<file path="src/rtl/uart_pkg.sv">
`timescale 1ns/1ps
`default_nettype none
// +--------------------------------------------------------------------+
// | uart_pkg : shared UART types and constants (transmitter/receiver)  |
// | Rev 1.0                                                            |
// +--------------------------------------------------------------------+
package uart_pkg;

  typedef enum logic [1:0] {
    IDLE  = 2'd0,
    START = 2'd1,
    DATA  = 2'd2,
    STOP  = 2'd3
  } tx_state_t;

  // Both ends of the link take this default so their bit periods match.
  localparam int DEFAULT_CLKS_PER_BIT = 1736;

endpackage
`default_nettype wire

</file>
<file path="src/rtl/uart_baud_counter.sv">
`timescale 1ns/1ps
`default_nettype none
// +--------------------------------------------------------------------+
// | uart_baud_counter : modulo-CLKS_PER_BIT bit timer, cleared when    |
// | en is low; bit_done pulses on the last cycle of each bit. Rev 1.0  |
// +--------------------------------------------------------------------+
module uart_baud_counter
  import uart_pkg::*;
#(
  parameter int CLKS_PER_BIT = DEFAULT_CLKS_PER_BIT
) (
  input  logic clk,
  input  logic rst,
  input  logic en,
  output logic bit_done
);

  localparam int CNT_W = $clog2(CLKS_PER_BIT);
  localparam logic [CNT_W-1:0] LAST_COUNT = CNT_W'(CLKS_PER_BIT - 1);

  logic [CNT_W-1:0] count_q;
  logic [CNT_W-1:0] count_d;

  always_comb begin
    count_d = count_q;
    if (!en) begin
      count_d = '0;
    end else if (count_q == LAST_COUNT) begin
      count_d = '0;
    end else begin
      count_d = count_q + 1'b1;
    end
  end

  always_ff @(posedge clk) begin
    if (!rst) begin
      count_q <= '0;
    end else begin
      count_q <= count_d;
    end
  end

  assign bit_done = en && (count_q == LAST_COUNT);

endmodule
`default_nettype wire

</file>
<file path="src/rtl/uart_transmitter.sv">
`timescale 1ns/1ps
`default_nettype none
// +--------------------------------------------------------------------+
// | uart_transmitter : valid/ready byte in, start + data (LSB first) + |
// | stop bits out on a registered tx line. Rev 1.0                     |
// +--------------------------------------------------------------------+
module uart_transmitter
  import uart_pkg::*;
#(
  parameter int CLKS_PER_BIT = DEFAULT_CLKS_PER_BIT,
  parameter int DATA_BITS    = 8,
  parameter int STOP_BITS    = 1
) (
  input  logic                 clk,
  input  logic                 rst,
  input  logic [DATA_BITS-1:0] data,
  input  logic                 valid,
  output logic                 ready,
  output logic                 tx,
  output logic                 busy
);

  localparam int IDX_W = $clog2(DATA_BITS) + 1;
  localparam logic [IDX_W-1:0] LAST_DATA_IDX = IDX_W'(DATA_BITS - 1);
  localparam logic [IDX_W-1:0] LAST_STOP_IDX = IDX_W'(STOP_BITS - 1);

  generate
    if (CLKS_PER_BIT < 2 || DATA_BITS < 5 || DATA_BITS > 8 ||
        (STOP_BITS != 1 && STOP_BITS != 2)) begin : g_bad_params
      $error("uart_transmitter: illegal CLKS_PER_BIT, DATA_BITS or STOP_BITS");
    end
  endgenerate

  tx_state_t            state_q, state_d;
  logic [DATA_BITS-1:0] shift_q, shift_d;
  logic [IDX_W-1:0]     bit_idx_q, bit_idx_d;
  logic                 tx_q, tx_d;
  logic                 ready_q, ready_d;
  logic                 busy_q, busy_d;
  logic                 bit_done;

  uart_baud_counter #(
    .CLKS_PER_BIT (CLKS_PER_BIT)
  ) u_baud (
    .clk      (clk),
    .rst      (rst),
    .en       (state_q != IDLE),
    .bit_done (bit_done)
  );

  // tx/ready/busy are computed from the next state so they change on the
  // same edge as the state register.
  always_comb begin
    state_d   = state_q;
    shift_d   = shift_q;
    bit_idx_d = bit_idx_q;
    tx_d      = tx_q;
    unique case (state_q)
      IDLE: begin
        tx_d      = 1'b1;
        bit_idx_d = '0;
        if (valid) begin
          state_d = START;
          shift_d = data;
          tx_d    = 1'b0;
        end
      end
      START: begin
        if (bit_done) begin
          state_d   = DATA;
          tx_d      = shift_q[0];
          bit_idx_d = '0;
        end
      end
      DATA: begin
        if (bit_done) begin
          shift_d = shift_q >> 1;
          if (bit_idx_q == LAST_DATA_IDX) begin
            state_d   = STOP;
            tx_d      = 1'b1;
            bit_idx_d = '0;
          end else begin
            tx_d      = shift_q[1];
            bit_idx_d = bit_idx_q + 1'b1;
          end
        end
      end
      STOP: begin
        tx_d = 1'b1;
        // bit_idx is reused to count stop bits.
        if (bit_done) begin
          if (bit_idx_q == LAST_STOP_IDX) begin
            state_d   = IDLE;
            bit_idx_d = '0;
          end else begin
            bit_idx_d = bit_idx_q + 1'b1;
          end
        end
      end
      default: begin
        state_d = IDLE;
        tx_d    = 1'b1;
      end
    endcase
    ready_d = (state_d == IDLE);
    busy_d  = (state_d != IDLE);
  end

  always_ff @(posedge clk) begin
    if (!rst) begin
      state_q   <= IDLE;
      shift_q   <= '0;
      bit_idx_q <= '0;
      tx_q      <= 1'b1;
      ready_q   <= 1'b1;
      busy_q    <= 1'b0;
    end else begin
      state_q   <= state_d;
      shift_q   <= shift_d;
      bit_idx_q <= bit_idx_d;
      tx_q      <= tx_d;
      ready_q   <= ready_d;
      busy_q    <= busy_d;
    end
  end

  assign tx    = tx_q;
  assign ready = ready_q;
  assign busy  = busy_q;

endmodule
`default_nettype wire

</file>
<file path="config.mk">
export PLATFORM = sky130hd
export DESIGN_NAME = uart_transmitter
export DESIGN_NICKNAME = d
export VERILOG_FILES = /design/src/rtl/uart_pkg.sv /design/src/rtl/uart_baud_counter.sv /design/src/rtl/uart_transmitter.sv
export SDC_FILE = /design/constraint.sdc
export NUM_CORES = 1
export LEC_CHECK = 0
export ABC_AREA = 0
export CORE_UTILIZATION = 30
export DETAILED_ROUTE_END_ITERATION = 7
export GPL_TIMING_DRIVEN = 0
export PLACE_DENSITY_LB_ADDON = 0.05
export SLEW_MARGIN = 10
export SYNTH_ARGS = -nofsm -noshare
export SYNTH_HDL_FRONTEND = slang
export SYNTH_SLANG_ARGS = --single-unit
</file>
<file path="constraint.sdc">
create_clock -name clk -period 1.8 [get_ports clk]
set_input_delay 0.18 -clock clk [delete_from_list [all_inputs] [get_ports clk]]
set_output_delay 0.18 -clock clk [all_outputs]
set_load 0.02 [all_outputs]
</file>
==> flow_summary.ini, run 1 <==
[run_status]
status = completed

[synth]
ys_ff_latch = 28
synthArstFlopShare_pct = 0
synth.distinct_cells = 42
ys_warn_count = 0
seq_area_frac_synth_pct = 40.6
syn_area_per_cell_um2 = 9.02
synth_area_leaders = dfxtp_1, mux2i_1, xnor2_1
synth_compound_area_share_pct = 17.4
synthMuxAreaShare_pct = 5.08
yosysTopAreaCellShare_pct = 40.6
netlist_instances = 153
synth_fp_nets = 167
synth-edff-count = 0
synth_area_um2 = 1380
yosysTopAreaCell = dfxtp_1
synth_fa_ha_area_share_pct = 2.72
synth-main-ff-cell = dfxtp_1
synthXorXnorAreaFrac_pct = 6.35
synth_top_family_by_area = simple AND/OR/NAND/NOR gates
yosys.area_share.simple_pct = 23.4

[timing]
slew_violations = 0
period_needed_ns = 1.73
slew_headroom_pct = 59.4
setup_viol = 0
hold_ws_ns = 0.297
worstMarginPinSlew_ns = 0.601
rsz0062_at_grt = true
fin_crit_sh_pct = 95.9
finalSetupTns_ns = 0
finalHoldViolations = 0
skew_ns = 0.00205
timing.fmax_mhz = 579

[drt]
viasPerCell = 5.08
drcViolationCount = 0
drt-pass1-iter-count = 4
via_count = 1127
ant_nets = 0
drt-initial-drc-count = 42
routedWlPerCell_um = 13.7
drt-total-wl_mm = 3.05

[layout]
multi_input_area_um2 = 818
mostFrequentLayoutCell = dfxtp_1
stdcell_count = 222
final_nets = 185
fillCellCount = 459
regArea_um2 = 564
postLayoutCoreUtil_pct = 39.2
antenna_cells = 0
drive_above_1_share_pct = 15.9
final_cell_mix = dfxtp_1, nor2_1, clkdlybuf4s50_1
syn_to_final_growth_pct = 24.5

[place]
place_congestion = 0.662
hpwlAfterDp_mm = 2.11
placed_cells = 217
io_buffers = 12

[clocking]
clock_sinks = 28
cts_max_level = 1
ctsHoldBuffers = 0
clkTransAtPathRegs_ns = 0.10
cts-root-buf = clkbuf_8
cts_tree = done
cts_buffers = 3
clock_latency_ns = 0.27
clock_path_buffers = 2

[global_routing]
antenna_found_initial = 0
met2_usage_pct = 23.1
grt_usage_pct = 13.6
use_met1_pct = 17.5
overflow = 0
first_global_vias = 1141
grtUsageMet3_pct = 2.18
grt_max_degree = 17
grt_pass1_wl_mm = 5.33
grt.busiest_layer = met2

[setup_path]
crit_chain = ha_4 -> and4bb_4 -> a31oi_4 -> or4_4 -> o31ai_1
max_stage_delay_ns = 0.54
worstSetupPathType = flip-flop to flip-flop
worst-path-max-fanout = 4
cp_data_required_time_ns = 2.00
arrival_ns = 1.92
cp-end-kind = flip-flop
start_kind = flip-flop
critical_path.slowest_cell = or4_4

[die]
core_um2 = 4380
die_y_um = 69.8
dieArea_um2 = 4880
io_pins = 14
start_util_pct = 31.5
row_count = 24
chipWidth_um = 69.8

[worst_hold_path]
hold_class = primary input to flip-flop

[pwr]
powerDensity_nw_per_um2 = 764
vdd_drop_max_mv = 0.277
p_leak_uw = 0.000576

[flow_run]
drv_cap = 0
-- Yosys cell counts, types with 3 or more instances --
master / number
clkbuf_1: 3
ha_1: 3
and2_1: 4
o21ai_0: 7
buf_2: 4
nor2_1: 15
dfxtp_1: 28
nand2_1: 9
a21oi_1: 5
nand3_1: 7
nor3_1: 4
mux2i_1: 7
inv_1: 7
xnor2_1: 8
o31ai_1: 3
a211oi_1: 6
-- where the power goes --
group	total (uW)	leakage (uW)	internal, uW	switching [uW]
Clock	501	0.0000357	298	203
Sequential	661	0.000230	646	15.3
Combinational	150	0.000310	73.0	77.1
-- what timing repair did --
item                       CTS  global route
setup buffers                3             0
pin swaps                    2             3
cloned                       0             0
resized for setup            8             7
setup endpoints to repair   14            10
-- flip-flops by register name (all words and copies together), names as in the netlist --
register / cells
u_baud.count_q: 11
shift_q: 8
bit_idx_q: 4
state_q: 2
busy: 1
ready: 1
tx: 1
-- through the flow --
stage / setup WS (ns) / instance area (um2) / power [uW]
2_1_floorplan: 0.0408 / 1380 / 757
3_3_place_gp: -0.144 / 1570 / 812
3_5_place_dp: -0.142 / 1570 / 813
4_1_cts: 0.00983 / 1690 / 1330
5_1_grt: -0.0173 / 1720 / 1390
6_report: 0.0742 / 1720 / 1310
-- cell type report --
class | instances | area share (%)
repair buffers | 15 | 8.30
plain buffers | 5 | 1.53
flip-flops and latches | 28 | 32.8
multi-input cells | 110 | 47.6
clock inverters | 1 | 1.75
inverters | 8 | 1.75
well taps | 52 | 3.79
clock buffers | 3 | 2.40
-- metal layers --
metal  part of all wire (%)  up-vias  routed length [um]
met5                      0        -                   0
met4                   0.62        0                  19
met3                    2.5        2                  75
met2                     47       14                1440
met1                     50      530                1510
li1                       -      581                   -
-- worst paths after layout --
kind,end,slack [ns],cells after the start,startpoint
setup / recovery,bit_idx_q[3],0.07,5,u_baud.count_q[0]
setup reg to reg,bit_idx_q[3],0.07,5,u_baud.count_q[0]
hold / removal,shift_q[7],0.30,2,rst
hold reg to reg,bit_idx_q[0],0.48,1,bit_idx_q[0]
-- cell families (layout without fill, tap and decap cells) --
logic type      count (synthesis)  in the layout
flops                          28             28
compound gates                 34             34
buf+inv                        15             32
fa+ha+maj                       3              3
xor+xnor                       10             10
mux                             7              7
simple gates                   56             56
-- critical path, delay by kind of cell (launching register included) --
family	cells	cell delay, ns
AO/OA/AOI/OAI	2	0.30
adder cells (fa/ha/maj)	1	0.16
AND/OR/NAND/NOR	2	0.82
flip-flops	1	0.36
Power figures use the tool's default switching activity.
==> run 2: changes to the inputs <==
--- a/config.mk
+++ b/config.mk
@@ -10,6 +10,7 @@
 export DETAILED_ROUTE_END_ITERATION = 7
 export GPL_TIMING_DRIVEN = 0
 export PLACE_DENSITY_LB_ADDON = 0.05
+export SKIP_LAST_GASP = 1
 export SLEW_MARGIN = 10
 export SYNTH_ARGS = -nofsm -noshare
 export SYNTH_HDL_FRONTEND = slang
==> results of run 2 <==
Same layout as run 1: the final DEF is identical, and so are final timing and power.
==> run 3: changes to the inputs <==
--- a/config.mk
+++ b/config.mk
@@ -6,6 +6,7 @@
 export NUM_CORES = 1
 export LEC_CHECK = 0
 export ABC_AREA = 0
+export CAP_MARGIN = 10
 export CORE_UTILIZATION = 30
 export DETAILED_ROUTE_END_ITERATION = 7
 export GPL_TIMING_DRIVEN = 0
==> results of run 3 <==
Same layout as run 1: the final DEF is identical, and so are final timing and power.
